==> src/rtl/fetch_pkg.sv <==
// Shared definitions for the instruction fetch slice: FSM state encoding,
// default widths and the decode-side bubble instruction.
package fetch_pkg;

    localparam int unsigned ADDR_WIDTH_DEF = 64;
    localparam int unsigned INST_WIDTH_DEF = 32;

    // addi x0, x0, 0 -- inserted by decode when no instruction is held
    localparam logic [31:0] NOP_INST = 32'h0000_0013;

    typedef enum logic [2:0] {
        IDLE,
        REQ,
        WAIT,
        DRAIN,
        HOLD,
        HALT
    } fetch_state_t;

    // Instruction addresses must be word aligned
    function automatic logic is_word_aligned(input logic [1:0] lsbs);
        return lsbs == 2'b00;
    endfunction

endpackage

==> src/rtl/fetch_watchdog.sv <==
// Response watchdog for instruction_fetch: a clear/enable counter that
// saturates at TIMEOUT_CYCLES-1 and flags that terminal count.
module fetch_watchdog #(
    parameter int unsigned TIMEOUT_CYCLES = 16
) (
    input  logic clock,
    input  logic reset,
    input  logic clear,
    input  logic enable,
    output logic terminal
);

    localparam int unsigned CNT_W = $clog2(TIMEOUT_CYCLES);
    localparam logic [CNT_W-1:0] LAST = CNT_W'(TIMEOUT_CYCLES - 1);

    logic [CNT_W-1:0] wd_cnt;

    assign terminal = (wd_cnt == LAST);

    // Count while enabled; hold at the terminal value so it never wraps
    always_ff @(posedge clock or posedge reset) begin
        if (reset) begin
            wd_cnt <= '0;
        end else if (clear) begin
            wd_cnt <= '0;
        end else if (enable && !terminal) begin
            wd_cnt <= wd_cnt + CNT_W'(1);
        end
    end

endmodule

==> src/rtl/instruction_fetch.sv <==
// Instruction fetch stage: requests the word at pc_current from a
// variable-latency memory, holds it for decode and raises pc_advance when
// it is consumed. Redirect flushes discard held or in-flight data; a
// watchdog halts the stage if a response never arrives.
// Optional build macro FETCH_ALIGN_CHECK_EN: refuse misaligned PCs and halt.
module instruction_fetch
    import fetch_pkg::*;
#(
    parameter int unsigned ADDR_WIDTH     = ADDR_WIDTH_DEF,
    parameter int unsigned INST_WIDTH     = INST_WIDTH_DEF,
    parameter int unsigned TIMEOUT_CYCLES = 16
) (
    input  logic                  clock,
    input  logic                  reset,
    input  logic [ADDR_WIDTH-1:0] pc_current,
    output logic                  pc_advance,
    input  logic                  flush,
    output logic                  imem_req_valid,
    input  logic                  imem_req_ready,
    output logic [ADDR_WIDTH-1:0] imem_req_addr,
    input  logic                  imem_rsp_valid,
    input  logic [INST_WIDTH-1:0] imem_rsp_data,
    output logic [INST_WIDTH-1:0] inst,
    output logic [ADDR_WIDTH-1:0] inst_pc,
    output logic                  inst_valid,
    input  logic                  inst_ready,
    output logic                  fetch_fault
);

    fetch_state_t          state;
    logic [ADDR_WIDTH-1:0] req_pc;
    logic                  req_fire;
    logic                  wd_clear;
    logic                  wd_enable;
    logic                  wd_terminal;

    // Request side: only REQ presents an address
    always_comb begin
        imem_req_valid = 1'b0;
        imem_req_addr  = '0;
        if (state == REQ) begin
            imem_req_addr = pc_current;
`ifdef FETCH_ALIGN_CHECK_EN
            imem_req_valid = is_word_aligned(pc_current[1:0]);
`else
            imem_req_valid = 1'b1;
`endif
        end
    end

    assign req_fire  = imem_req_valid && imem_req_ready;
    assign wd_clear  = (state == REQ) && req_fire;
    assign wd_enable = (state == WAIT) || (state == DRAIN);

    // Consumption pulse; a flush in the same cycle wins over inst_ready
    assign pc_advance = (state == HOLD) && inst_ready && !flush;

    fetch_watchdog #(
        .TIMEOUT_CYCLES(TIMEOUT_CYCLES)
    ) u_watchdog (
        .clock   (clock),
        .reset   (reset),
        .clear   (wd_clear),
        .enable  (wd_enable),
        .terminal(wd_terminal)
    );

    // Fetch FSM with registered instruction, PC tag, valid and fault
    always_ff @(posedge clock or posedge reset) begin
        if (reset) begin
            state       <= IDLE;
            inst        <= '0;
            inst_pc     <= '0;
            inst_valid  <= 1'b0;
            req_pc      <= '0;
            fetch_fault <= 1'b0;
        end else begin
            case (state)
                IDLE: state <= REQ;

                REQ: begin
`ifdef FETCH_ALIGN_CHECK_EN
                    if (!is_word_aligned(pc_current[1:0])) begin
                        fetch_fault <= 1'b1;
                        state       <= HALT;
                    end else
`endif
                    if (req_fire) begin
                        req_pc <= pc_current;
                        // A flush alongside acceptance means the reply is stale
                        state  <= flush ? DRAIN : WAIT;
                    end
                end

                WAIT: begin
                    if (imem_rsp_valid) begin
                        if (flush) begin
                            state <= REQ;
                        end else begin
                            inst       <= imem_rsp_data;
                            inst_pc    <= req_pc;
                            inst_valid <= 1'b1;
                            state      <= HOLD;
                        end
                    end else if (wd_terminal) begin
                        fetch_fault <= 1'b1;
                        state       <= HALT;
                    end else if (flush) begin
                        state <= DRAIN;
                    end
                end

                DRAIN: begin
                    if (imem_rsp_valid) begin
                        state <= REQ;
                    end else if (wd_terminal) begin
                        fetch_fault <= 1'b1;
                        state       <= HALT;
                    end
                end

                HOLD: begin
                    if (flush || inst_ready) begin
                        inst_valid <= 1'b0;
                        state      <= REQ;
                    end
                end

                HALT: state <= HALT;

                default: state <= IDLE;
            endcase
        end
    end

endmodule

==> config.mk <==
export PLATFORM = sky130hd
export DESIGN_NAME = instruction_fetch
export DESIGN_NICKNAME = d
export VERILOG_FILES = /design/src/rtl/fetch_pkg.sv /design/src/rtl/fetch_watchdog.sv /design/src/rtl/instruction_fetch.sv
export SDC_FILE = /design/constraint.sdc
export NUM_CORES = 1
export LEC_CHECK = 0
export CORE_ASPECT_RATIO = 0.9
export CORE_UTILIZATION = 40
export CTS_BUF_LIST = sky130_fd_sc_hd__clkbuf_8
export CTS_CLUSTER_DIAMETER = 100
export CTS_CLUSTER_SIZE = 40
export DETAILED_ROUTE_END_ITERATION = 8
export PLACE_DENSITY_LB_ADDON = 0.2
export SLEW_MARGIN = 5
export SYNTH_ARGS = -nofsm -noshare
export SYNTH_HDL_FRONTEND = slang
export SYNTH_HIERARCHICAL = 1
export SYNTH_SLANG_ARGS = --single-unit
==> constraint.sdc <==
create_clock -name clock -period 6.5 [get_ports clock]
set_input_delay 0.65 -clock clock [delete_from_list [all_inputs] [get_ports clock]]
set_output_delay 0.65 -clock clock [all_outputs]
set_load 0.005 [all_outputs]
==> metrics <==
layout cell share with drive strength beyond 1 20.7%; Synth cell types 36; die area 0.0184 mm2; Wirelength per Cell 16.9 um; Row Count 45; # clock sinks 169; Core Region 0.0172 mm2; CTS Buf Count 17; IO buf count 265; count leader, synth dfrtp_1; Top Ports 266; peak supply drop 0.249 mV; outcome finished clean; htree depth 4; R2R depth 3; post-CTS sizing 0; reg2reg end req_pc[40]; syn_area_per_cell 15.0 um2; Most used DFF post-synth dfrtp_1; max-slew violation total from the final report 0; Via Count 4718; Post-synth top cells 169 x dfrtp_1, 82 x mux2_2, 65 x and2_1, 49 x mux2_1, 30 x mux2_4; Clock Skew 0.0159 ns; syn nets 577; DRT Pass-1 Iters 4; dpl ws 3.15 ns; max-cap violations 0; final hold violation count 0; setup_tns 0 ns; ANT cells 0; synth-to-layout area growth 44.2%; post-route ant nets 0; Slew headroom 30.2%; buffer depth of the longest clock path 2; Hold Path Class reg2reg; HPWL Detailed 12000 um; cts hold-fix bufs 0; Post-Syn Area 0.00713 mm2; post-synth top area share 59.4%; total congestion overflow 0; P_leak 4.57 nW; Worst Path Arrival 3.05 ns; Die W 143 um; Final period util 56.9%; CTS tree yes; Max Clk Rate 271 MHz; WHS Endpoint fetch_fault; largest net degree at the start of global routing 84; hold path cells 1; initial antenna violation count 0; drt drc 0; Final Setup Violations 0; Post-CTS Setup Bufs 0; GPL Wtd Cong 0.766; total wire length 16600 um; Setup WS post-layout 2.80 ns; vias in the first global route 4860; worst hold margin 0.474 ns; Initial Util 41.5%; Tot GR Track Use 18.7%; HP Start fetch_fault; top cells by area, synth dfrtp_1 59%, mux2_2 13%, mux2_1 7.7%, mux2_4 6.3%, and2_1 5.7%; FF-to-FF setup slack 3.54 ns; #FFs+latches synth 169; CP max FO 35; crit path capture type output port; area leader, netlist dfrtp_1; post-layout min period 3.70 ns; Setup CP Type reg2out; nets 838; worst-skew pair later-pin latency 0.45 ns; CP required 5.85 ns; Worst setup SP type register; asr flop ratio synth 100%; Root Driver clkbuf_8; DR iter-0 viols 174; Mapped Cells 474; YS warnings 6; Die Y 129 um; Final Total Pwr 0.00425 W; Clock Pin Slew Worst Setup and Hold Paths 0.08 ns; FF-to-FF Start state[1]; RSZ-0062 raised after global routing false; Finished Core Util 59.8%; post-synthesis sequential area ratio 59.4%; Fillers 1355; slew at the pin closest to its max-slew limit 1.05 ns; Post-synth EDFFs 0; global-route wire length before repair 26000 um; vias per cell 4.80; PD cells 414 mW/mm2
==> sequential cells by signal, summed over array words and instances (netlist names) <==
name / flops
inst_pc: 64
req_pc: 64
inst: 32
u_watchdog/wd_cnt: 4
state: 3
fetch_fault: 1
inst_valid: 1
==> final cells by class <==
cell class / instances / area, um2 / area share (%)
clock inverters: 10 / 68.8 / 0.670
well taps: 235 / 294 / 2.86
repair buffers: 268 / 2680 / 26.0
multi-input cells: 273 / 2680 / 26.1
inverters: 6 / 27.5 / 0.268
flip-flops and latches: 169 / 4230 / 41.2
clock buffers: 22 / 303 / 2.95
==> power by group <==
group          switching (W)  internal, W
clock network       0.000371     0.000315
logic               0.000624      0.00122
registers           0.000238      0.00149
total                0.00123      0.00302
==> worst max-delay path by stage <==
| stage | from | end |
|---|---|---|
| final | state[1] | imem_req_addr[35] |
| after floorplan | reset | fetch_fault |
| after CTS | state[1] | imem_req_addr[35] |
| after global placement | flush | inst_pc[16] |
| after detailed placement | flush | inst_pc[25] |
| after global routing | state[1] | imem_req_addr[35] |
==> kinds of logic (layout without fill, tap and decap cells) <==
logic type               Yosys count  after routing  synth area share (%)
adder cells (fa/ha/maj)            1              1                 0.176
AND/OR/NAND/NOR                   94             94                  8.71
AO/OA/AOI/OAI                     16             16                  1.30
multiplexers                     162            162                  27.2
buffers and inverters             32            306                  3.30
flip-flops                       169            169                  59.4
==> worst max-delay path, cell delays in order (launching register included) <==
cell and delay [ns]:
dfrtp_1 0.52, nor3b_4 0.91, buf_4 0.44, and2_1 0.17, clkdlybuf4s50_1 0.56
==> cell usage in the layout (no fill, tap or decap), types with 2 or more instances in the layout <==
master	instances
a21oi_1	8
and2_1	64
buf_4	3
clkbuf_8	22
clkdlybuf4s50_1	265
clkinv_2	2
clkinv_4	4
dfrtp_1	169
inv_1	7
inv_6	2
mux2_1	49
mux2_2	82
mux2_4	30
nand2_1	2
nand2b_1	3
nor2b_1	3
nor3_1	4
nor3b_1	3
o21ai_0	4
or3b_1	2
==> metrics by stage <==
| stage | area [um2] | cells |
|---|---|---|
| floorplan | 7130 | 474 |
| global placement | 9900 | 951 |
| detailed placement | 9900 | 951 |
| CTS | 10300 | 983 |
| global route | 10300 | 983 |
| finish | 10300 | 983 |
==> per-layer routing <==
layer	vias up	part of all wire, %	global-route usage, %
li1	2158	-	-
met1	2365	40	22.3
met2	178	50	32.0
met3	17	8.1	6.40
met4	0	1.2	5.69
met5	-	0	0
No activity file was read; power rests on OpenSTA's default activity.
